### config.mk
export PLATFORM = sky130hd
export DESIGN_NAME = lvds_tx_arbiter
export DESIGN_NICKNAME = d
export VERILOG_FILES = /design/src/rtl/lvds_link_pkg.sv /design/src/rtl/rr_arbiter.sv /design/src/rtl/lvds_tx_arbiter.sv
export SDC_FILE = /design/constraint.sdc
export NUM_CORES = 1
export LEC_CHECK = 0
export CAP_MARGIN = 20
export CORE_MARGIN = 3
export CORE_UTILIZATION = 36
export DETAILED_ROUTE_END_ITERATION = 6
export PLACE_DENSITY = 0.93
export SLEW_MARGIN = 5
export SYNTH_ARGS = -nofsm -noshare
export SYNTH_HDL_FRONTEND = slang
export SYNTH_SLANG_ARGS = --single-unit
### constraint.sdc
create_clock -name tx_inclock -period 3.8 [get_ports tx_inclock]
set_input_delay 0.95 -clock tx_inclock [delete_from_list [all_inputs] [get_ports tx_inclock]]
set_output_delay 0.95 -clock tx_inclock [all_outputs]
set_load 0.005 [all_outputs]
### src/rtl/lvds_link_pkg.sv
// Shared definitions for the LVDS link: word layout, field positions and
// the alignment bytes used by the TX framer and the RX deframer.
package lvds_link_pkg;

  localparam int LINK_WORD_W = 32;
  localparam int VALID_BIT   = 31;
  localparam int ID_LSB      = 29;
  localparam int ID_W        = 2;
  localparam int PAYLOAD_W   = LINK_WORD_W - 1 - ID_W;

  localparam logic [7:0] TRAIN_BYTE = 8'h35;
  localparam logic [7:0] SYNC_BYTE  = 8'h77;

  // Occupancy of the single output holding register.
  typedef enum logic {
    ST_EMPTY = 1'b0,
    ST_FULL  = 1'b1
  } tx_state_t;

endpackage

### src/rtl/rr_arbiter.sv
// Combinational round-robin picker: the first asserted request at or after
// the pointer, searched cyclically. Grant is one-hot and only when enabled.
module rr_arbiter #(
  parameter int NUM_REQ = 4,
  parameter int IDX_W   = 2
) (
  input  logic [NUM_REQ-1:0] req,
  input  logic [IDX_W-1:0]   ptr,
  input  logic               enable,
  output logic [NUM_REQ-1:0] grant,
  output logic [IDX_W-1:0]   idx
);

  // One extra bit so ptr + offset cannot overflow before the modulo wrap.
  localparam int SUM_W = IDX_W + 1;

  logic             found;
  logic [SUM_W-1:0] sum;
  logic [IDX_W-1:0] cand;

  // Walk the requests starting at the pointer and keep the first hit.
  always_comb begin
    found = 1'b0;
    idx   = '0;
    grant = '0;
    sum   = '0;
    cand  = '0;
    for (int k = 0; k < NUM_REQ; k++) begin
      sum = {1'b0, ptr} + SUM_W'(k);
      if (sum >= SUM_W'(NUM_REQ)) begin
        sum = sum - SUM_W'(NUM_REQ);
      end
      cand = sum[IDX_W-1:0];
      if (!found && req[cand]) begin
        found = 1'b1;
        idx   = cand;
      end
    end
    if (enable && found) begin
      grant[idx] = 1'b1;
    end
  end

endmodule

### src/rtl/lvds_tx_arbiter.sv
// Shares the 32-bit LVDS TX word channel among NUM_REQ clients. The winner's
// payload is tagged with a valid bit and its source ID and held in a single
// register until the TX framer dequeues it.
module lvds_tx_arbiter #(
  parameter int NUM_REQ   = 4,
  parameter int ID_W      = 2,
  parameter int PAYLOAD_W = 29,
  parameter int CNT_W     = 16
) (
  input  logic                         tx_inclock,
  input  logic                         reset,
  input  logic                         link_up,
  input  logic [NUM_REQ-1:0]           req_valid,
  input  logic [NUM_REQ*PAYLOAD_W-1:0] req_data,
  output logic [NUM_REQ-1:0]           req_ready,
  output logic [31:0]                  enq_tx,
  output logic                         RDY_enq_tx,
  input  logic                         EN_enq_tx,
  output logic [CNT_W-1:0]             words_sent,
  output logic [ID_W-1:0]              grant_id
);

  import lvds_link_pkg::*;

  tx_state_t              state;
  logic [LINK_WORD_W-1:0] word_q;
  logic [ID_W-1:0]        ptr_q;
  logic [ID_W-1:0]        grant_id_q;
  logic [CNT_W-1:0]       words_sent_q;

  logic                   rdy;
  logic                   deq;
  logic                   can_load;
  logic                   accept;
  logic [NUM_REQ-1:0]     grant;
  logic [ID_W-1:0]        win_idx;
  logic [PAYLOAD_W-1:0]   win_payload;

  // A dequeue only counts while the word is actually offered to the framer;
  // a new word may load into an empty register or the one just emptied.
  always_comb begin
    rdy      = (state == ST_FULL) && link_up;
    deq      = EN_enq_tx && rdy;
    can_load = link_up && ((state == ST_EMPTY) || deq);
  end

  rr_arbiter #(
    .NUM_REQ (NUM_REQ),
    .IDX_W   (ID_W)
  ) u_rr (
    .req    (req_valid),
    .ptr    (ptr_q),
    .enable (can_load),
    .grant  (grant),
    .idx    (win_idx)
  );

  // Select the winning requester's payload from the packed data bus.
  always_comb begin
    accept      = |grant;
    win_payload = '0;
    for (int i = 0; i < NUM_REQ; i++) begin
      if (grant[i]) begin
        win_payload = req_data[i*PAYLOAD_W +: PAYLOAD_W];
      end
    end
  end

  // Holding-register FSM: load on accept, drain on dequeue, count sent words.
  always_ff @(posedge tx_inclock) begin
    if (reset) begin
      state        <= ST_EMPTY;
      word_q       <= '0;
      ptr_q        <= '0;
      grant_id_q   <= '0;
      words_sent_q <= '0;
    end else begin
      if (deq) begin
        words_sent_q <= words_sent_q + 1'b1;
      end
      if (accept) begin
        state      <= ST_FULL;
        word_q     <= {1'b1, win_idx, win_payload};
        grant_id_q <= win_idx;
        if (win_idx == ID_W'(NUM_REQ - 1)) begin
          ptr_q <= '0;
        end else begin
          ptr_q <= win_idx + 1'b1;
        end
      end else if (deq) begin
        state  <= ST_EMPTY;
        word_q <= '0;
      end
    end
  end

  assign req_ready  = grant;
  assign enq_tx     = word_q;
  assign RDY_enq_tx = rdy;
  assign words_sent = words_sent_q;
  assign grant_id   = grant_id_q;

endmodule

# Word-level counts from Yosys, hierarchy flattened
# Index checks and enable logic that the tools add are counted.
[totals] reg_bits=53 input_bits=124 output_inout_bits=55
[op_classes] n_addsub=9 magnitude_cmp=10 n_eq_ne=1 mux=32 bitwise=1 n_reduce_logical=14
[op_table] op="$mux W29" count=4
[op_table] op="$mux W32" count=2
[op_table] op="$mux W2" count=9
[op_table] op="$add A16 B1 Y16 const B" count=1
[op_table] op="$lt A2 B3 Y1 const B" count=5
[op_table] op="$mux W1" count=11
[op_table] op="$ge A3 B3 Y1 const B" count=3
[op_table] op="$bmux W1 S2" count=4
[op_table] op="$logic_and A1 B1 Y1" count=8
[op_table] op="$sub A2 B1 Y2 const B" count=4
[op_table] op="$add A2 B2 Y3 const B" count=2
[op_table] op="$mux W4" count=1
[op_table] op="$reduce_or A4 Y1" count=1
[op_table] op="$add A2 B1 Y3 const B" count=1
[op_table] op="$ge A2 B3 Y1 const B" count=1
[op_table] op="$logic_not A1 Y1" count=3
[op_table] op="$add A2 B1 Y2 const B" count=1
[op_table] op="$demux W1 S2" count=1
[op_table] op="$eq A2 B2 Y1 const B" count=1
[op_table] op="$ge A2 B1 Y1 const B" count=1
[op_table] op="$reduce_bool A2 Y1" count=1
[op_table] op="$logic_or A1 B1 Y1" count=1
[op_table] op="$not A1 Y1" count=1

# Longest topological paths before layout
# Gate-level depths: netlist of the first run.
[logic_depth] ltp_word=24 depth_mapped=11

# Cells and area by module
# Synthesis of the first run repeated with hierarchy kept, for this count alone.
[unflattened] hier_cells=376 hier_area_um2=3005.4
[modules_own_cells] mod="lvds_tx_arbiter" n_inst=1 cells_each=357 area_each_um2=2870.3
[modules_own_cells] mod="rr_arbiter" n_inst=1 cells_each=19 area_each_um2=135.1

# Least setup slack after synthesis of the first run
# No wires, ideal clock.
[synth_timing] kind="input port to output port" start="in req_valid[1]" end="out req_ready[3]" t_arrival_ns=2.338 setup_slack_ns=0.512 path_stages=7 n_path_buf=1 path_cell_list="nand2b_1 a21oi_1 a211oi_1 ha_1 inv_1 clkbuf_1 nor3_1"
[synth_via] elab_chain_len=17 elab_cells_between_ends=29 classes_between="order compare (2); mux (19); reduce/logical (8)"
[synth_lines] item="start, declared" line="lvds_tx_arbiter.sv:13" source="input logic [NUM_REQ-1:0] req_valid,"
[synth_lines] item="$bmux W1 S2" line="rr_arbiter.sv:34" source="if (!found && req[cand]) begin"
[synth_lines] item="$mux W1 (not written as such)" line="rr_arbiter.sv:34"
[synth_lines] item="$mux W1" line="rr_arbiter.sv:34"
[synth_lines] item="$logic_not A1 Y1" line="rr_arbiter.sv:34"
[synth_lines] item="$logic_and A1 B1 Y1" line="rr_arbiter.sv:34"
[synth_lines] item="$mux W1" line="rr_arbiter.sv:34"
[synth_lines] item="$logic_not A1 Y1" line="rr_arbiter.sv:34"
[synth_lines] item="$logic_and A1 B1 Y1" line="rr_arbiter.sv:34"
[synth_lines] item="[2 not listed]"
[synth_lines] item="$logic_and A1 B1 Y1" line="rr_arbiter.sv:34"
[synth_lines] item="$mux W2 *" line="rr_arbiter.sv:34"
[synth_lines] item="named net u_rr.idx[0]" line="rr_arbiter.sv:11" source="output logic [IDX_W-1:0] idx"
[synth_lines] item="$lt A2 B3 Y1 (not written as such) / $ge A2 B1 Y1 (equally long branches)" line="rr_arbiter.sv:40" source="grant[idx] = 1'b1;"
[synth_lines] item="$logic_and A1 B1 Y1 (not written as such)" line="rr_arbiter.sv:40"
[synth_lines] item="$mux W1 (not written as such)" line="rr_arbiter.sv:40"
[synth_lines] item="$demux W1 S2 *"
[synth_lines] item="$mux W4 *" line="rr_arbiter.sv:39" source="if (enable && found) begin"
[synth_lines] item="end, declared" line="lvds_tx_arbiter.sv:15" source="output logic [NUM_REQ-1:0] req_ready,"
# The timed path passes the listed nets; every way through them passes the cells marked *. The select of a mux whose other input is x is not followed.

# Worst setup path in the final report of the first run
[layout_timing] start="in req_valid[0]" end="out req_ready[1]"
[layout_via] elab_chain_len=17 elab_cells_between_ends=29 classes_between="order compare (2); mux (19); reduce/logical (8)"
[layout_lines] item="$bmux W1 S2" line="rr_arbiter.sv:34"
[layout_lines] item="$mux W1 (not written as such)" line="rr_arbiter.sv:34"
[layout_lines] item="$mux W1" line="rr_arbiter.sv:34"
[layout_lines] item="$logic_not A1 Y1" line="rr_arbiter.sv:34"
[layout_lines] item="$logic_and A1 B1 Y1" line="rr_arbiter.sv:34"
[layout_lines] item="$mux W1" line="rr_arbiter.sv:34"
[layout_lines] item="$logic_not A1 Y1" line="rr_arbiter.sv:34"
[layout_lines] item="$logic_and A1 B1 Y1" line="rr_arbiter.sv:34"
[layout_lines] item="$mux W1" line="rr_arbiter.sv:34"
[layout_lines] item="$logic_not A1 Y1" line="rr_arbiter.sv:34"
[layout_lines] item="$logic_and A1 B1 Y1" line="rr_arbiter.sv:34"
[layout_lines] item="$mux W2" line="rr_arbiter.sv:34"
[layout_lines] item="$lt A2 B3 Y1 (not written as such) / $ge A2 B1 Y1 (equally long branches)" line="rr_arbiter.sv:40"
[layout_lines] item="$logic_and A1 B1 Y1 (not written as such)" line="rr_arbiter.sv:40"
[layout_lines] item="$mux W1 (not written as such)" line="rr_arbiter.sv:40"
[layout_lines] item="$demux W1 S2"
[layout_lines] item="$mux W4 *" line="rr_arbiter.sv:39"
# Every way passes the cells marked *; elsewhere a longest branch is shown, timed or not. The select of a mux whose other input is x is not followed.

==> results of run 1 <==
final cells by class:
class	count	area [µm²]
Fill cell	554	2170
Timing Repair Buffer	203	1990
Multi-Input combinational cell	223	1520
Sequential cell	52	1040
Tap cell	96	120
Clock buffer	5	68.8
Clock inverter	3	42.5
Inverter	8	30.0
state kept, by name, summed over array words and instances (netlist names):
signal,cells
grant_id,2
enq_tx,31
words_sent,16
state,1
ptr_q,2
metrics by stage:
stage | util [%] | std cells | total power, mW | hold WS (ns) | worst slack [ns]
2_1_floorplan | - | 309 | 1.04 | 0.466 | 0.512
3_3_place_gp | 66.7 | 580 | 1.45 | 0.459 | -0.294
3_5_place_dp | 67.1 | 582 | 1.49 | 0.456 | -0.257
4_1_cts | 68.7 | 590 | 1.86 | 0.484 | 0.00182
5_1_grt | 69.0 | 590 | 1.96 | 0.501 | 0.00222
6_report | 69.0 | 590 | 1.85 | 0.483 | 0.0784
final timing paths:
kind	cells after the start	slack, ns	from	to
worst min-delay path	1	0.48	enq_tx[0]$_SDFFE_PP0P_	enq_tx[0]$_SDFFE_PP0P_
worst max-delay path	8	0.08	req_valid[0]	req_ready[1]
worst max register to register	11	1.12	ptr_q[1]$_SDFFE_PP0P_	enq_tx[16]$_SDFFE_PP0P_
worst min register to register	1	0.48	enq_tx[0]$_SDFFE_PP0P_	enq_tx[0]$_SDFFE_PP0P_
repair_timing:
action | in CTS | in global routing
endpoints found under the setup margin | 4 | 2
resized for setup | 7 | 4
pin swaps | 0 | 2
placed cells by master (no fill, tap or decap), drive strengths merged, types with 6 or more instances in the layout:
master,instances
a21oi,37
clkdlybuf4s50,173
inv,8
a22o,31
xnor2,8
o22ai,30
nand2,9
nor3,7
dfxtp,52
a22oi,29
buf,25
nor2,19
nand3,6
metal layers:
layer	wire length [µm]	GRT usage [%]
met5	0	0
met4	160	6.56
met3	874	6.23
met2	5390	42.1
met1	3980	26.4
cells by family after synthesis:
kind of cell             after synthesis
adder cells (fa/ha/maj)                5
XOR/XNOR                              11
multiplexers                           2
buffers and inverters                 34
AO/OA/AOI/OAI                        136
flip-flops                            52
AND/OR/NAND/NOR                       69
power by group through the flow:
| stage | clock (mW) | sequential (mW) | combinational (mW) |
|---|---|---|---|
| 4_1_cts | 0.383 | 0.657 | 0.823 |
| 2_1_floorplan | 0 | 0.667 | 0.374 |
| 3_3_place_gp | 0 | 0.667 | 0.784 |
| 5_1_grt | 0.403 | 0.666 | 0.887 |
| 6_report | 0.370 | 0.658 | 0.822 |
| 3_5_place_dp | 0 | 0.668 | 0.820 |
==> results by group, run 1 <==
Layout
  • Layout cells sized above 1: 9.51%
  • Number of nets in the layout: 622
  • Synth-to-Final Area Change: 80.5%
  • Final instance area: around 0.0048 mm²
  • Antenna Cells: 0

Worst setup path
  • Slowest cell on the critical path: clkdlybuf4s50_1
  • Critical-path cell list: dlygate4sd2_1, a21oi_2, nor3b_1, or3_1, buf_4, ha_1, and2_1, clkdlybuf4s50_1
  • WP data arrival: 2.77 ns
  • Worst path max stage delay: roughly 0.49 ns
  • Crit end category: primary output
  • Crit path buf inv count: 3
  • CP max FO: 4
  • CP delay by family, top: buffers and inverters
  • Crit path kind: input pin to primary output
  • Setup crit start kind: input pin
  • Critical Path RT: 2.85 ns

Synthesis
  • Post-synthesis xor/xnor area fraction: 3.61%
  • Most common library cells after synthesis: dfxtp_1 (52), a21oi_1 (37), a22o_1 (31)
  • Simple-gate share of the synthesized area: 14.0%
  • Largest family of logic cells by synthesized area: compound AO/OA/AOI/OAI gates
  • Adder-Cell Fraction of Synth Area: ~2.3%
  • Sequential element share of the synthesized area: approximately two fifths
  • Syn avg cell area: between 8 and 9 µm²
  • Synth Register Bits: 52
  • Compound-Gate Fraction of Synth Area: 34.9%
  • Mapped Area: 0.00267 mm²
  • Most used DFF post-synth: dfxtp_1
  • Synth area leader: dfxtp_1
  • Most frequent cell after synthesis: dfxtp_1
  • Post-synthesis mux area share: less than 1%
  • Share of the synthesized area in the top cell type: 39.0%
  • Synth cell types: 37
  • Cell count after synthesis: 309
  • Yosys warns: 0
  • Synth area leaders: dfxtp_1 (39%), a22o_1 (10%), a22oi_1 (8.2%), o22ai_1 (7.0%), a21oi_1 (6.9%)
  • Post-synth EDFFs: 0
  • Asr flop ratio synth: 0%
  • Mapped Nets: 438

Clocking
  • Insertion delay to the later sink of the worst-skew pair: 0.29 ns
  • Clock Tree Root: clkbuf_8
  • H-tree depth: 2
  • Clk sinks: between 50 and 60
  • Postcts setup bufs: 0
  • Hold buffer count at CTS: 0
  • Clk pin slew, worst setup/hold paths: ~0.090 ns
  • Worst-case clock buffer depth: 2
  • CTS buffer count: 5
  • CTS tree: done

Power and ir drop
  • P_leak: 1.80 nW
  • Combinational share of power: 44.5%
  • Clock Power Share: 20.0%
  • PwrDens: between 300 and 400 mW/mm²
  • Switching Share: between 30% and 40%
  • NetSw: 0.582 mW
  • Int Pwr: 1.27 mW
  • Sequential Power Share: a little over a third
  • VDD IR max: 0.267 mV

Floorplan
  • Core area: 0.00698 mm²
  • Die area: 0.00848 mm²
  • Initial Util: 38.2%
  • Rows: 30
  • Die extent in x: 92.1 µm
  • Die Ht: between 90 and 100 µm
  • Num ports: ~180

Route
  • Final wirelength: 10.4 mm
  • Final ANT Viol Nets: 0
  • Iter 0 DRT Violations: 105
  • Via-per-instance ratio: 5.52
  • DRC: 0
  • DR WL/cell: 17.6 µm
  • Pre-antenna DRT Iters: 4
  • Vias: 3259

Global route
  • Overflow after GRT: 0
  • Number of global-route vias before repair: 3274
  • Global-route wire length before repair: roughly 16 mm
  • Gr usage total: 23.1%
  • Largest net degree at the start of global routing: 32
  • Initial antenna violation count: 0

Min path
  • Worst Hold Class: flop to flop

Timing
  • Fin Clk Skew: 0.00299 ns
  • Relative max-transition margin: 58.5%
  • Final setup viols: 0
  • TNS Setup: 0 ns
  • Final hold viol count: 0
  • Worst slew pin tran: 0.622 ns
  • Achievable Freq: 0.269 GHz
  • Max Slew Vio Count: 0
  • RSZ-0062 raised after global routing: no
  • Final Cycle Share: 97.9%
  • Period minus WS final: between 3 and 4 ns

Placed design
  • Dpl hpwl: 8.15 mm
  • # port buffers: 178
  • Placed cell areas: approximately 0.0047 mm²
  • GP Congestion: between 0.8 and 0.9

Run
  • Max_cap viols: 0

Run status
  • Result of the run: finished, final reports clean
Power figures use the tool's default switching activity.
==> run 2: changes to the inputs <==
- CELL_PAD_IN_SITES_DETAIL_PLACEMENT: not set -> 1
- CELL_PAD_IN_SITES_GLOBAL_PLACEMENT: not set -> 1
- CORE_UTILIZATION: 36 -> 25
- CTS_CLUSTER_DIAMETER: not set -> 30
- PLACE_DENSITY: 0.93 -> 0.94
==> run 2 against run 1 <==
Compared with the run above:
- fmax is 6.3% higher
- critical endpoint is now req_ready[0]
- sequential cell count stayed put
- sequential share of layout area is 0.056 points lower
- cell count is 6.6% higher
- largest power group unchanged
==> results by group, run 2 (synthesis results as in run 1) <==
Layout
  • Final Core Density: a little under half
  • Synth-to-Final Area Change: 80.9%
  • Antenna Cells: 0
  • Sequential Area: 0.00104 mm²
  • Largest register FFs: 31
  • Filler instances: 1221
  • Leading cell type in the layout, fill and taps excluded: clkdlybuf4s50_1
  • Layout cells sized above 1: 9.13%
  • Number of nets in the layout: 622
  • Most frequent cells in the layout: clkdlybuf4s50_1 (170), dfxtp_1 (52), a21oi_1 (36)
  • Multi-input gate area: 0.00151 mm²

Floorplan
  • Num ports: 179
  • Core area: 0.0104 mm²
  • Die extent in x: 109 µm
  • Rows: 37
  • Die Ht: 109 µm
  • Die area: 0.0120 mm²
  • Initial Util: between 20% and 30%

Route
  • Iter 0 DRT Violations: 88
  • M1 WL: 4.35 mm
  • Final wirelength: about 12 mm
  • Vias: 3235
  • DR WL/cell: 18.8 µm
  • Metal2 WL: 6.24 mm
  • Final ANT Viol Nets: 0
  • Pre-antenna DRT Iters: 4
  • Uppermost layer routed: met4
  • Met3 routed wirelength: 1.03 mm
  • Via-per-instance ratio: between 5 and 6
  • DRC: 0

Timing
  • Period minus WS final: 3.50 ns
  • Relative max-transition margin: 68.2%
  • Final hold viol count: 0
  • Final Cycle Share: 92.1%
  • Worst slew pin tran: approximately 0.47 ns
  • Fin Clk Skew: 0.0149 ns
  • RSZ-0062 raised after global routing: no
  • Achievable Freq: ~0.29 GHz
  • Final setup viols: 0
  • TNS Setup: 0 ns
  • Max Slew Vio Count: 0
  • Final WS setup: 0.300 ns

Global route
  • Overflow after GRT: 0
  • Number of global-route vias before repair: 3505
  • Initial antenna violation count: 0
  • Gr usage total: 19.1%
  • Global-route wire length before repair: 18.1 mm
  • Largest net degree at the start of global routing: 32

Clocking
  • Clk pin slew, worst setup/hold paths: around 0.1 ns
  • Hold buffer count at CTS: 0
  • H-tree depth: 2
  • Insertion delay to the later sink of the worst-skew pair: 0.30 ns
  • Clk sinks: 52
  • Clock Tree Root: clkbuf_8
  • Worst-case clock buffer depth: 2
  • CTS buffer count: 5
  • CTS tree: done

Worst setup path
  • CP max FO: 4
  • Crit end category: primary output
  • WP data arrival: 2.55 ns
  • Capturing point of the worst reg2reg path: enq_tx[26]$_SDFFE_PP0P_
  • Critical Path RT: 2.85 ns
  • FF-to-FF path depth: 11
  • Crit path kind: input pin to primary output
  • Flop2flop setup slack: 0.83 ns
  • Source of the worst register-to-register timing path: ptr_q[1]$_SDFFE_PP0P_
  • Setup crit start kind: input pin

Min path
  • WHS Endpoint: enq_tx[0]$_SDFFE_PP0P_
  • Worst Hold Class: flop to flop
  • Worst hold start: enq_tx[0]$_SDFFE_PP0P_
  • Hold path cells: 1

Power and ir drop
  • PwrDens: 374 mW/mm²
  • VDD IR max: ~0.16 mV
  • P_leak: about 1.8 nW

Run
  • Max_cap viols: 0

Placed design
  • Dpl hpwl: 9.19 mm
  • # port buffers: 178
  • GP Congestion: 0.793
  • Pre-CTS setup slack: -0.391 ns

Run status
  • Result of the run: finished, final reports clean
-- run 2: timing repair --
action | 4_1_cts | 5_1_grt
endpoints found under the setup margin | 35 | 33
resized for setup | 7 | 5
setup buffers | 1 | 0
gates cloned | 0 | 0
pin swaps | 2 | 1
-- run 2: power by group --
| group | total, mW | internal (mW) | switching, mW |
|---|---|---|---|
| registers | 0.657 | 0.614 | 0.0434 |
| clock network | 0.307 | 0.125 | 0.182 |
| logic | 0.839 | 0.456 | 0.383 |
-- run 2: cell type report --
cell class / count / share of cell area (%)
Clock buffer: 5 / 1.43
Clock inverter: 2 / 0.259
Inverter: 8 / 0.622
Multi-Input combinational cell: 223 / 31.4
Sequential cell: 52 / 21.6
Tap cell: 136 / 3.52
Timing Repair Buffer: 203 / 41.3
-- run 2: per-stage QoR --
stage          total power, mW  hold slack, ns  cells  area, µm²
4_1_cts                   1.83           0.487    629       4810
6_report                  1.80           0.481    629       4830
2_1_floorplan             1.04           0.466    309       2670
3_5_place_dp              1.51           0.461    621       4730
3_3_place_gp              1.47           0.459    621       4730
5_1_grt                   1.93           0.506    629       4830
-- run 2: routing by layer --
metal / vias up / global-route usage, %
met4: 0 / 4.19
met3: 14 / 5.99
met1: 1549 / 20.1
met5: - / 0
met2: 129 / 36.8
li1: 1543 / -
-- run 2: critical path, stage by stage --
cell           delay (ns)
dlygate4sd2_1        0.27
buf_4                0.15
inv_1                0.04
o22ai_1              0.06
a211oi_2             0.24
buf_4                0.18
inv_1                0.06
ha_1                 0.20
and2_1               0.14
dlygate4sd2_1        0.26
-- run 2: worst max-delay path by stage --
| stage | from | end | slack, ns |
|---|---|---|---|
| 2_1_floorplan | req_valid[1] | req_ready[3] | 0.51 |
| 3_5_place_dp | req_valid[0] | enq_tx[23]$_SDFFE_PP0P_ | -0.39 |
| 4_1_cts | req_valid[0] | req_ready[2] | 0.07 |
| 5_1_grt | req_valid[0] | req_ready[3] | 0.13 |
| 3_3_place_gp | req_valid[0] | req_ready[3] | -0.22 |
| 6_report | req_valid[0] | req_ready[0] | 0.30 |
==> RTL change (flow settings as in run 1) <==
Set the parameter `CNT_W` to 32 (it was 16).
--- a/src/rtl/lvds_tx_arbiter.sv
+++ b/src/rtl/lvds_tx_arbiter.sv
@@ -5,7 +5,7 @@
   parameter int NUM_REQ   = 4,
   parameter int ID_W      = 2,
   parameter int PAYLOAD_W = 29,
-  parameter int CNT_W     = 16
+  parameter int CNT_W     = 32
 ) (
   input  logic                         tx_inclock,
   input  logic                         reset,
Interface: changed (resized words_sent); port bits go from 179 to 195. No check against the original RTL was run, so the function may have changed too.
==> RTL change against run 1 <==
Area after synthesis increased by 30%. Setup slack improved by 0.13 ns. Critical path depth increased by 1. Hold slack got worse by 0.018 ns. Non-clock buffer count increased by 15. Cell count increased by 25%. Routed wire length increased by 17%. Maximum frequency increased by 3.7%. Power increased by 18%. Count of clock-buffer cells in the layout increased by 4. Final area increased by 22%. Synthesized cell count increased by 31%. Sequential cell count increased by 16. Clock power increased by 39%.
==> RTL change: results (changes against run 1) <==
portBuffers: 194  # +9.0%
largest_register_ffs: 32  # +3.2%
wl_met1_mm: 4.80  # +21%
outcome: "finished, final reports clean"
routed_wl_mm: 12.2  # +17%
async_flop_share_pct: 0  # unchanged
grt_usage_pct: 21.5  # -1.6 points
p_leak_nw: 2.13  # +18%
clk_latency_ns: 0.33  # +0.04 ns
yosysSeqAreaShare_pct: 39.2  # +0.16 points
nNetsFinal: 733  # +18%
gp_congestion: 0.894  # +6.1%
cts_buffers: 9  # +4
crit_path_max_fanout: 5  # +1
grt_max_degree: 33  # +3.1%
h-tree-depth: 3  # +1
worst_clock_skew_ns: 0.0107  # +0.00770 ns
dpl_cell_area_mm2: 0.00570  # +22%
drt_iter0_markers: 236  # +120%
max-slew-margin-rel_pct: 40.1  # -18 points
hpwl_mm: 9.21  # +13%
wl_met3_um: 854  # -2.3%
synth_cell_types: 39  # +5.4%
final_layout_size_suffix_gt1_share_pct: 9.03  # -0.48 points
syn_nets: 535  # +22%
[RTL change: cell types whose count changed in the layout (fill, tap and decap cells not counted), moves of 6 or more]
cell,delta
nor2_1,+30
or4_1,+13
a22oi_1,-29
o21ai_0,+7
a221oi_1,+29
dfxtp_1,+16
a21oi_1,-13
clkdlybuf4s50_1,+13
o31ai_1,+9
inv_1,+6
[RTL change: where the power goes]
group	internal, mW	leakage [nW]	switching (mW)
logic	0.462	1.49	0.375
clock network	0.233	0.0848	0.281
registers	0.781	0.552	0.0440
total	1.48	2.13	0.700
[RTL change: cells by family after synthesis]
| family | Yosys count | share of synthesized area [%] |
|---|---|---|
| XOR/XNOR | 8 | 2.02 |
| adder cells (fa/ha/maj) | 5 | 1.80 |
| AO/OA/AOI/OAI | 137 | 28.5 |
| multiplexers | 8 | 2.52 |
| flip-flops | 68 | 39.2 |
| buffers and inverters | 44 | 5.11 |
| AND/OR/NAND/NOR | 136 | 20.9 |
[RTL change: area by class of cell]
cell class	count	area [um2]
clock inverter	7	43.8
timing repair buffer	218	2180
tap	129	161
sequential	68	1360
fill	787	3460
inverter	13	48.8
multi-input combinational	294	1950
clock buffer	9	124
[RTL change: routing by layer]
| metal | vias to the layer above | GRT usage (%) |
|---|---|---|
| met5 | - | 0 |
| met4 | 0 | 8.17 |
| met3 | 22 | 5.77 |
| met2 | 196 | 37.8 |
| met1 | 1996 | 24.9 |
| li1 | 1953 | - |
[RTL change: worst paths after layout]
check | startpoint | to | slack [ns] | depth (start not counted)
max | req_valid[3] | req_ready[3] | 0.21 | 9
min | grant_id[0]$_SDFFE_PP0P_ | grant_id[0]$_SDFFE_PP0P_ | 0.47 | 2
max reg2reg | ptr_q[1]$_SDFFE_PP0P_ | enq_tx[11]$_SDFFE_PP0P_ | 0.94 | 11
min reg2reg | grant_id[0]$_SDFFE_PP0P_ | grant_id[0]$_SDFFE_PP0P_ | 0.47 | 2
[RTL change: worst max-delay path, stage by stage]
cell and delay [ns]:
dlygate4sd2_1 0.24, inv_1 0.07, a22o_1 0.24, a211o_1 0.31
inv_1 0.08, ha_2 0.21, inv_1 0.06, nor3_1 0.21
clkdlybuf4s15_2 0.25
[RTL change: per-stage QoR]
| step | std cells | util [%] |
|---|---|---|
| after floorplan | 406 | - |
| after global placement | 721 | 60.9 |
| after detailed placement | 722 | 61.1 |
| after CTS | 738 | 62.9 |
| after global routing | 738 | 62.9 |
| final | 738 | 62.9 |
[RTL change: repair_timing]
item,4_1_cts,5_1_grt
resized for setup,8,3
gates cloned,0,0
setup endpoints to repair,4,2
